$ cat config.mk
export PLATFORM = sky130hd
export DESIGN_NAME = accum_avl_slave
export DESIGN_NICKNAME = d
export VERILOG_FILES = /design/src/rtl/accum_pkg.sv /design/src/rtl/key_debounce.sv /design/src/rtl/accum_avl_slave.sv
export SDC_FILE = /design/constraint.sdc
export NUM_CORES = 1
export LEC_CHECK = 0
export CORE_MARGIN = 10
export CORE_UTILIZATION = 55
export CTS_CLUSTER_DIAMETER = 30
export DETAILED_ROUTE_END_ITERATION = 7
export DONT_BUFFER_PORTS = 1
export PLACE_DENSITY = 0.7
export RECOVER_POWER = 50
export SYNTH_ARGS = -nofsm -noshare
export SYNTH_HDL_FRONTEND = slang
export SYNTH_SLANG_ARGS = --single-unit
$ cat constraint.sdc
create_clock -name clk -period 8.87 [get_ports clk]
set_input_delay 1.774 -clock clk [delete_from_list [all_inputs] [get_ports clk]]
set_output_delay 1.774 -clock clk [all_outputs]
set_load 0.01 [all_outputs]
$ cat src/rtl/accum_pkg.sv
// Shared constants for the accumulator Avalon-MM slave: register map,
// STATUS/CTRL bit positions and the bus FSM state type.
package accum_pkg;

  localparam logic [1:0] ADDR_ACC    = 2'd0;
  localparam logic [1:0] ADDR_ADD    = 2'd1;
  localparam logic [1:0] ADDR_STATUS = 2'd2;
  localparam logic [1:0] ADDR_CTRL   = 2'd3;

  localparam int STATUS_OVF_BIT    = 0;
  localparam int STATUS_DROP_BIT   = 1;
  localparam int STATUS_ADDCNT_LSB = 8;

  localparam int CTRL_KEYEN_BIT = 0;
  localparam int CTRL_IRQEN_BIT = 1;

  typedef enum logic {
    IDLE    = 1'b0,
    RD_RESP = 1'b1
  } bus_state_t;

endpackage

$ cat src/rtl/key_debounce.sv
// Pushbutton conditioner: two-flop synchroniser, stable-sample counter that
// accepts a new level after DEBOUNCE_CYCLES consecutive differing samples,
// and a one-cycle pulse on each accepted press (falling edge of the _n level).
module key_debounce #(
  parameter int DEBOUNCE_CYCLES = 500000
) (
  input  logic clk,
  input  logic reset,
  input  logic key_n,
  output logic press
);

  localparam int CNT_W = (DEBOUNCE_CYCLES > 1) ? $clog2(DEBOUNCE_CYCLES) : 1;
  localparam logic [CNT_W-1:0] CNT_MAX = CNT_W'(DEBOUNCE_CYCLES - 1);

  logic             sync1;
  logic             sync2;
  logic             level;
  logic [CNT_W-1:0] cnt;

  // Bring the raw pin into the clock domain; idle (released) level is 1.
  always_ff @(posedge clk or posedge reset) begin
    if (reset) begin
      sync1 <= 1'b1;
      sync2 <= 1'b1;
    end else begin
      sync1 <= key_n;
      sync2 <= sync1;
    end
  end

  // Count consecutive samples that disagree with the accepted level; any
  // agreeing sample restarts the count, so short bounces never get through.
  always_ff @(posedge clk or posedge reset) begin
    if (reset) begin
      cnt   <= '0;
      level <= 1'b1;
      press <= 1'b0;
    end else begin
      press <= 1'b0;
      if (sync2 == level) begin
        cnt <= '0;
      end else if (cnt == CNT_MAX) begin
        cnt   <= '0;
        level <= sync2;
        press <= ~sync2;
      end else begin
        cnt <= cnt + 1'b1;
      end
    end
  end

endmodule

$ cat src/rtl/accum_avl_slave.sv
// Accumulator peripheral on an Avalon-MM slave port with two debounced keys.
// Reads take one stall cycle; writes complete in IDLE with no wait states.
// Optional feature: define ACCUM_OVF_IRQ_EN to enable the registered overflow
// interrupt and the CTRL.IRQEN bit; otherwise irq is 0 and IRQEN reads 0.
module accum_avl_slave #(
  parameter int ACC_W           = 16,
  parameter int DEBOUNCE_CYCLES = 500000
) (
  input  logic        clk,
  input  logic        reset,
  input  logic [1:0]  avs_address,
  input  logic        avs_read,
  input  logic        avs_write,
  input  logic [31:0] avs_writedata,
  output logic [31:0] avs_readdata,
  output logic        avs_waitrequest,
  input  logic [7:0]  sw,
  input  logic        key_add_n,
  input  logic        key_clr_n,
  output logic [7:0]  led,
  output logic        irq
);

  import accum_pkg::*;

  bus_state_t       state, state_next;
  logic             wait_c, rd_latch, bus_wr;
  logic [31:0]      rd_mux, rd_data;
  logic [ACC_W-1:0] acc, acc_next, operand, wd;
  logic [ACC_W:0]   sum;
  logic             do_add, ovf_set, drop_set;
  logic             ovf, drop, keyen, irqen;
  logic [7:0]       addcnt;
  logic             add_press, clr_press, add_ev, clr_ev;
  logic             status_wr, ctrl_wr;
  logic             wd_unused;

  assign wd        = avs_writedata[ACC_W-1:0];
  assign wd_unused = ^avs_writedata;
  assign status_wr = bus_wr && (avs_address == ADDR_STATUS);
  assign ctrl_wr   = bus_wr && (avs_address == ADDR_CTRL);
  assign add_ev    = add_press & keyen;
  assign clr_ev    = clr_press & keyen;

  key_debounce #(.DEBOUNCE_CYCLES(DEBOUNCE_CYCLES)) u_key_add (
    .clk   (clk),
    .reset (reset),
    .key_n (key_add_n),
    .press (add_press)
  );

  key_debounce #(.DEBOUNCE_CYCLES(DEBOUNCE_CYCLES)) u_key_clr (
    .clk   (clk),
    .reset (reset),
    .key_n (key_clr_n),
    .press (clr_press)
  );

  // Bus FSM state register.
  always_ff @(posedge clk or posedge reset) begin
    if (reset) state <= IDLE;
    else       state <= state_next;
  end

  // Bus FSM next state and strobes: a read stalls once in IDLE and completes
  // in RD_RESP; a lone write in RD_RESP is held off one cycle.
  always_comb begin
    state_next = state;
    wait_c     = 1'b0;
    rd_latch   = 1'b0;
    bus_wr     = 1'b0;
    case (state)
      IDLE: begin
        if (avs_read) begin
          wait_c     = 1'b1;
          rd_latch   = 1'b1;
          state_next = RD_RESP;
        end else if (avs_write) begin
          bus_wr = 1'b1;
        end
      end
      RD_RESP: begin
        state_next = IDLE;
        wait_c     = avs_write & ~avs_read;
      end
      default: state_next = IDLE;
    endcase
  end

  assign avs_waitrequest = wait_c & ~reset;

  // Register read multiplexer; unused bits and the ADD address read as 0.
  always_comb begin
    rd_mux = '0;
    case (avs_address)
      ADDR_ACC: rd_mux[ACC_W-1:0] = acc;
      ADDR_STATUS: begin
        rd_mux[STATUS_OVF_BIT]             = ovf;
        rd_mux[STATUS_DROP_BIT]            = drop;
        rd_mux[STATUS_ADDCNT_LSB +: 8]     = addcnt;
      end
      ADDR_CTRL: begin
        rd_mux[CTRL_KEYEN_BIT] = keyen;
        rd_mux[CTRL_IRQEN_BIT] = irqen;
      end
      default: rd_mux = '0;
    endcase
  end

  // Capture the selected register when a read is accepted.
  always_ff @(posedge clk or posedge reset) begin
    if (reset)         rd_data <= '0;
    else if (rd_latch) rd_data <= rd_mux;
  end

  assign avs_readdata = rd_data;

  // Accumulator update with priority bus write > key_clr > key_add; any key
  // event that loses to a higher-priority source is reported as a drop.
  always_comb begin
    acc_next = acc;
    operand  = '0;
    do_add   = 1'b0;
    drop_set = 1'b0;
    ovf_set  = 1'b0;
    if (bus_wr && (avs_address == ADDR_ACC)) begin
      acc_next = wd;
      drop_set = add_ev | clr_ev;
    end else if (bus_wr && (avs_address == ADDR_ADD)) begin
      do_add   = 1'b1;
      operand  = wd;
      drop_set = add_ev | clr_ev;
    end else if (clr_ev) begin
      acc_next = '0;
      drop_set = add_ev;
    end else if (add_ev) begin
      do_add  = 1'b1;
      operand = ACC_W'(sw);
    end
    sum = {1'b0, acc} + {1'b0, operand};
    if (do_add) begin
      acc_next = sum[ACC_W-1:0];
      ovf_set  = sum[ACC_W];
    end
  end

  // Accumulator, sticky status bits (set beats W1C clear), add counter, KEYEN.
  always_ff @(posedge clk or posedge reset) begin
    if (reset) begin
      acc    <= '0;
      ovf    <= 1'b0;
      drop   <= 1'b0;
      addcnt <= '0;
      keyen  <= 1'b1;
    end else begin
      acc  <= acc_next;
      ovf  <= (ovf  & ~(status_wr & avs_writedata[STATUS_OVF_BIT]))  | ovf_set;
      drop <= (drop & ~(status_wr & avs_writedata[STATUS_DROP_BIT])) | drop_set;
      if (do_add)  addcnt <= addcnt + 8'd1;
      if (ctrl_wr) keyen  <= avs_writedata[CTRL_KEYEN_BIT];
    end
  end

`ifdef ACCUM_OVF_IRQ_EN
  // IRQEN register and registered overflow interrupt.
  always_ff @(posedge clk or posedge reset) begin
    if (reset) begin
      irqen <= 1'b0;
      irq   <= 1'b0;
    end else begin
      if (ctrl_wr) irqen <= avs_writedata[CTRL_IRQEN_BIT];
      irq <= ovf & irqen;
    end
  end
`else
  assign irqen = 1'b0;
  assign irq   = 1'b0;
`endif

  assign led = acc[7:0];

endmodule

==> metrics.md <==
| Metric | Value |
|---|---|
| Die height | 117 um |
| # clock sinks | 90 |
| DRT iter0 DRCs | 220 |
| Die W | 117 um |
| Setup crit end | acc[13]$_DFFE_PP0P_ |
| Fin. max-slew vios | 66 |
| Synth cell types | 57 |
| Top post-synthesis cells by area | dfrtp_1 (41%), xor2_1 (4.8%), ha_1 (4.6%) |
| Layout cells sized above 1 | 0.0625 |
| Clock Latency Late Sink | 0.36 ns |
| Final hold vios | 0 |
| Power per Cell Area | 176 nW/um2 |
| Mapped Area | 5120 um2 |
| Slew Limit Headroom | -1.26 |
| GRT busiest layer | met2 |
| Status | complete, but fails checks |
| Static Leak | 2.43 nW |
| FF-to-FF setup slack | 4.39 ns |
| Multi-input gate area | 2600 um2 |
| Main combinational cell family by area after synthesis | simple AND/OR/NAND/NOR gates |
| Final Core Density | 0.574 |
| Finished Cell Area | 5260 um2 |
| Vias in the first global route | 3619 |
| Reg2Reg Depth | 13 |
| Critical path data required time | 9.10 ns |
| Resize count post-CTS | 0 |
| Fin crit period | 5.48 ns |
| Worst Max-Slew Pin Slew | 3.39 ns |
| CP arrival | 5.70 ns |
| CTS tree | built |
| Crit path max-delay cell type | nor4b_4 |
| Post-synth top cells | dfrtp_1 (83), nor2_1 (63), nand2_1 (57), o21ai_0 (28), xor2_1 (28) |
| Critical Path Source Type | input port |
| CP max stage delay | 0.66 ns |
| Final nets | 591 |
| RSZ-0062 raised after global routing | no |
| Syn Inst Count | 537 |
| Critical Path Start | avs_address[1] |
| Register area | 2260 um2 |
| GR met3 Demand/Resource | 0.0426 |
| Setup Fix Bufs, Post-CTS | 0 |
| Mux contribution to synthesized area | 0.0303 |
| Sequential fraction of the synthesis area | 0.441 |
| Fin Setup TNS | 0 ns |
| Async SR Flop Fraction | 1.00 |
| Warnings from Yosys | 0 |
| Adder-cell share of the synthesized area | 0.0523 |
| Initial antenna violation count | 0 |
| Rows | 35 |
| Worst setup slack after layout | 3.39 ns |
| Simple-gate share of the synthesized area | 0.199 |
| Grt ovf | 0 |
| Post-synthesis xor/xnor area fraction | 0.0940 |
| Worst vdd ir | 0.000111 V |
| CP Capture Type | flip-flop |
| Largest net degree at the start of global routing | 66 |
| Post-synth top flop | dfrtp_1 |
| Most frequent cell after synthesis | dfrtp_1 |
| MaxCap Viol Count | 1 |
| Compound-cell area share of the yosys netlist | 0.120 |
| R2r startpoint | state$_DFF_PP0_ |
| P&R area growth vs syn | 2.61% |
| Final period util | 0.617 |
| Post-CTS Hold Buffers | 0 |
| Final ANT Viol Nets | 0 |
| H-Tree Depth | 3 |
| WL/cell | 17.5 um |
| # fillers | 817 |
| Clock tree buffer depth | 2 |
| Post-Route WL | 11200 um |
| Area leader, netlist | dfrtp_1 |
| # DRC | 0 |
| DP HPWL | 8010 um |
| Placed Cells | 623 |
| Hold WC Path Type | flip-flop to flip-flop |
| Final setup viols | 0 |
| CTS Root Cell | clkbuf_8 |
| Crit Path Max Fanout | 15 |
| Violated checks | capacitance limit, slew limit |
| Pre-CTS WS | 3.10 ns |
| Clk_skew | 0.0130 ns |
| GR Util All Layers | 0.165 |
| Post-synth EDFFs | 0 |
| WP depth | 13 |
| TritonRoute pass-1 iters | 5 |
| Clock transition at path regs | 0.09 ns |
| GPL Wtd Cong | 0.924 |
| Worst-path cell chain | nor4b_4, and2_1, nor2_1, buf_4, or2_2, inv_1, ha_1, a211oi_1, o21ai_0, and3_1, o41ai_1, xor2_1, o21ai_1 |
| N_diodes | 0 |
| Placement Cell Area | 5060 um2 |
| Initial core utilization | 0.560 |
| CP Buf/Inv Count | 2 |
| Reg2reg end | acc[13]$_DFFE_PP0P_ |
| I/O pin cnt | 90 |
| First-pass GRT wire length | 17900 um |
| Max frequency | 0.183 GHz |
| CTS Buf Count | 9 |
| Avg Inst Size Synth | 9.54 um2 |
| Grt met1 use | 0.202 |
| Vias/cell | 5.85 |
| M2 GR Usage | 0.278 |
| Final std cells w/o fill | 639 |
| Synth top area share | 0.405 |
| Largest delay share family, worst path | simple AND/OR/NAND/NOR gates |
| CORE AREA | 9150 um2 |
| Setup CP Type | input port to flip-flop |
| IO Port Bufs | 0 |
| Flops & latches, synth | 90 |
| Via count | 3739 |
| Die ar. | 13600 um2 |
-- registers in the layout, indices dropped and copies added, names as in the netlist, 8 cells and up --
signal and count:
u_key_add.cnt 19, addcnt 8, u_key_clr.cnt 19, acc 16, avs_readdata 16
-- how the worst min path moves through the flow --
stage                                          from                         to  slack, ns  cells after the start
after global routing      u_key_add.sync1$_DFF_PP1_  u_key_add.sync2$_DFF_PP1_       0.37                      0
after global placement    u_key_add.sync1$_DFF_PP1_  u_key_add.sync2$_DFF_PP1_       0.35                      0
final                     u_key_add.sync1$_DFF_PP1_  u_key_add.sync2$_DFF_PP1_       0.36                      0
after CTS                 u_key_add.sync1$_DFF_PP1_  u_key_add.sync2$_DFF_PP1_       0.36                      0
after detailed placement  u_key_add.sync1$_DFF_PP1_  u_key_add.sync2$_DFF_PP1_       0.35                      0
after floorplan           u_key_add.sync1$_DFF_PP1_  u_key_add.sync2$_DFF_PP1_       0.35                      0
-- placed cells by master, fill, tap and decap left out, types with 3 or more instances in the layout --
cell	count
nand3_1	19
a221oi_1	4
clkbuf_8	9
dfstp_2	7
inv_1	10
nand2b_1	3
and3_1	17
nor3_1	6
a22o_1	7
and2_1	5
ha_1	19
o21ai_0	28
nand4_1	10
a21o_1	5
conb_1	17
and4_1	7
mux2i_1	11
xor2_1	28
a22oi_1	8
xnor2_1	27
mux2_2	4
nor4_1	3
o211ai_1	3
a21oi_1	23
a211oi_1	4
nand2_1	57
nor2_1	63
dfrtp_1	83
-- layout make-up --
class | count | area share
Multi-Input combinational cell | 409 | 0.495
Clock buffer | 10 | 0.0243
Inverter | 11 | 0.00809
Tap cell | 111 | 0.0264
Sequential cell | 90 | 0.430
Timing Repair Buffer | 2 | 0.00214
Clock inverter | 6 | 0.0138
-- power by group --
group	switching (mW)	internal (mW)	total (mW)	leakage, nW
Clock	0.152	0.133	0.286	0.0975
Sequential	0.0548	0.450	0.505	1.19
Combinational	0.0794	0.0569	0.136	1.14
-- layer usage --
layer,wire length (um),up-vias
met5,0,-
met4,137,0
met3,869,11
met2,5360,117
met1,4780,1804
li1,-,1807
-- cell families (layout without fill, tap and decap cells) --
family / Yosys count / after routing
compound gates: 95 / 95
xor+xnor: 55 / 55
fa+ha+maj: 21 / 21
buf+inv: 54 / 29
flops: 90 / 90
mux: 15 / 15
other cells: 1 / 17
simple gates: 206 / 206
-- through the flow --
step | power (mW) | hold WS [ns]
after floorplan | 0.628 | 0.345
after global placement | 0.641 | 0.347
after detailed placement | 0.649 | 0.347
after CTS | 0.932 | 0.360
after global routing | 0.981 | 0.369
final | 0.927 | 0.360
(Power assumes the default switching activity.)
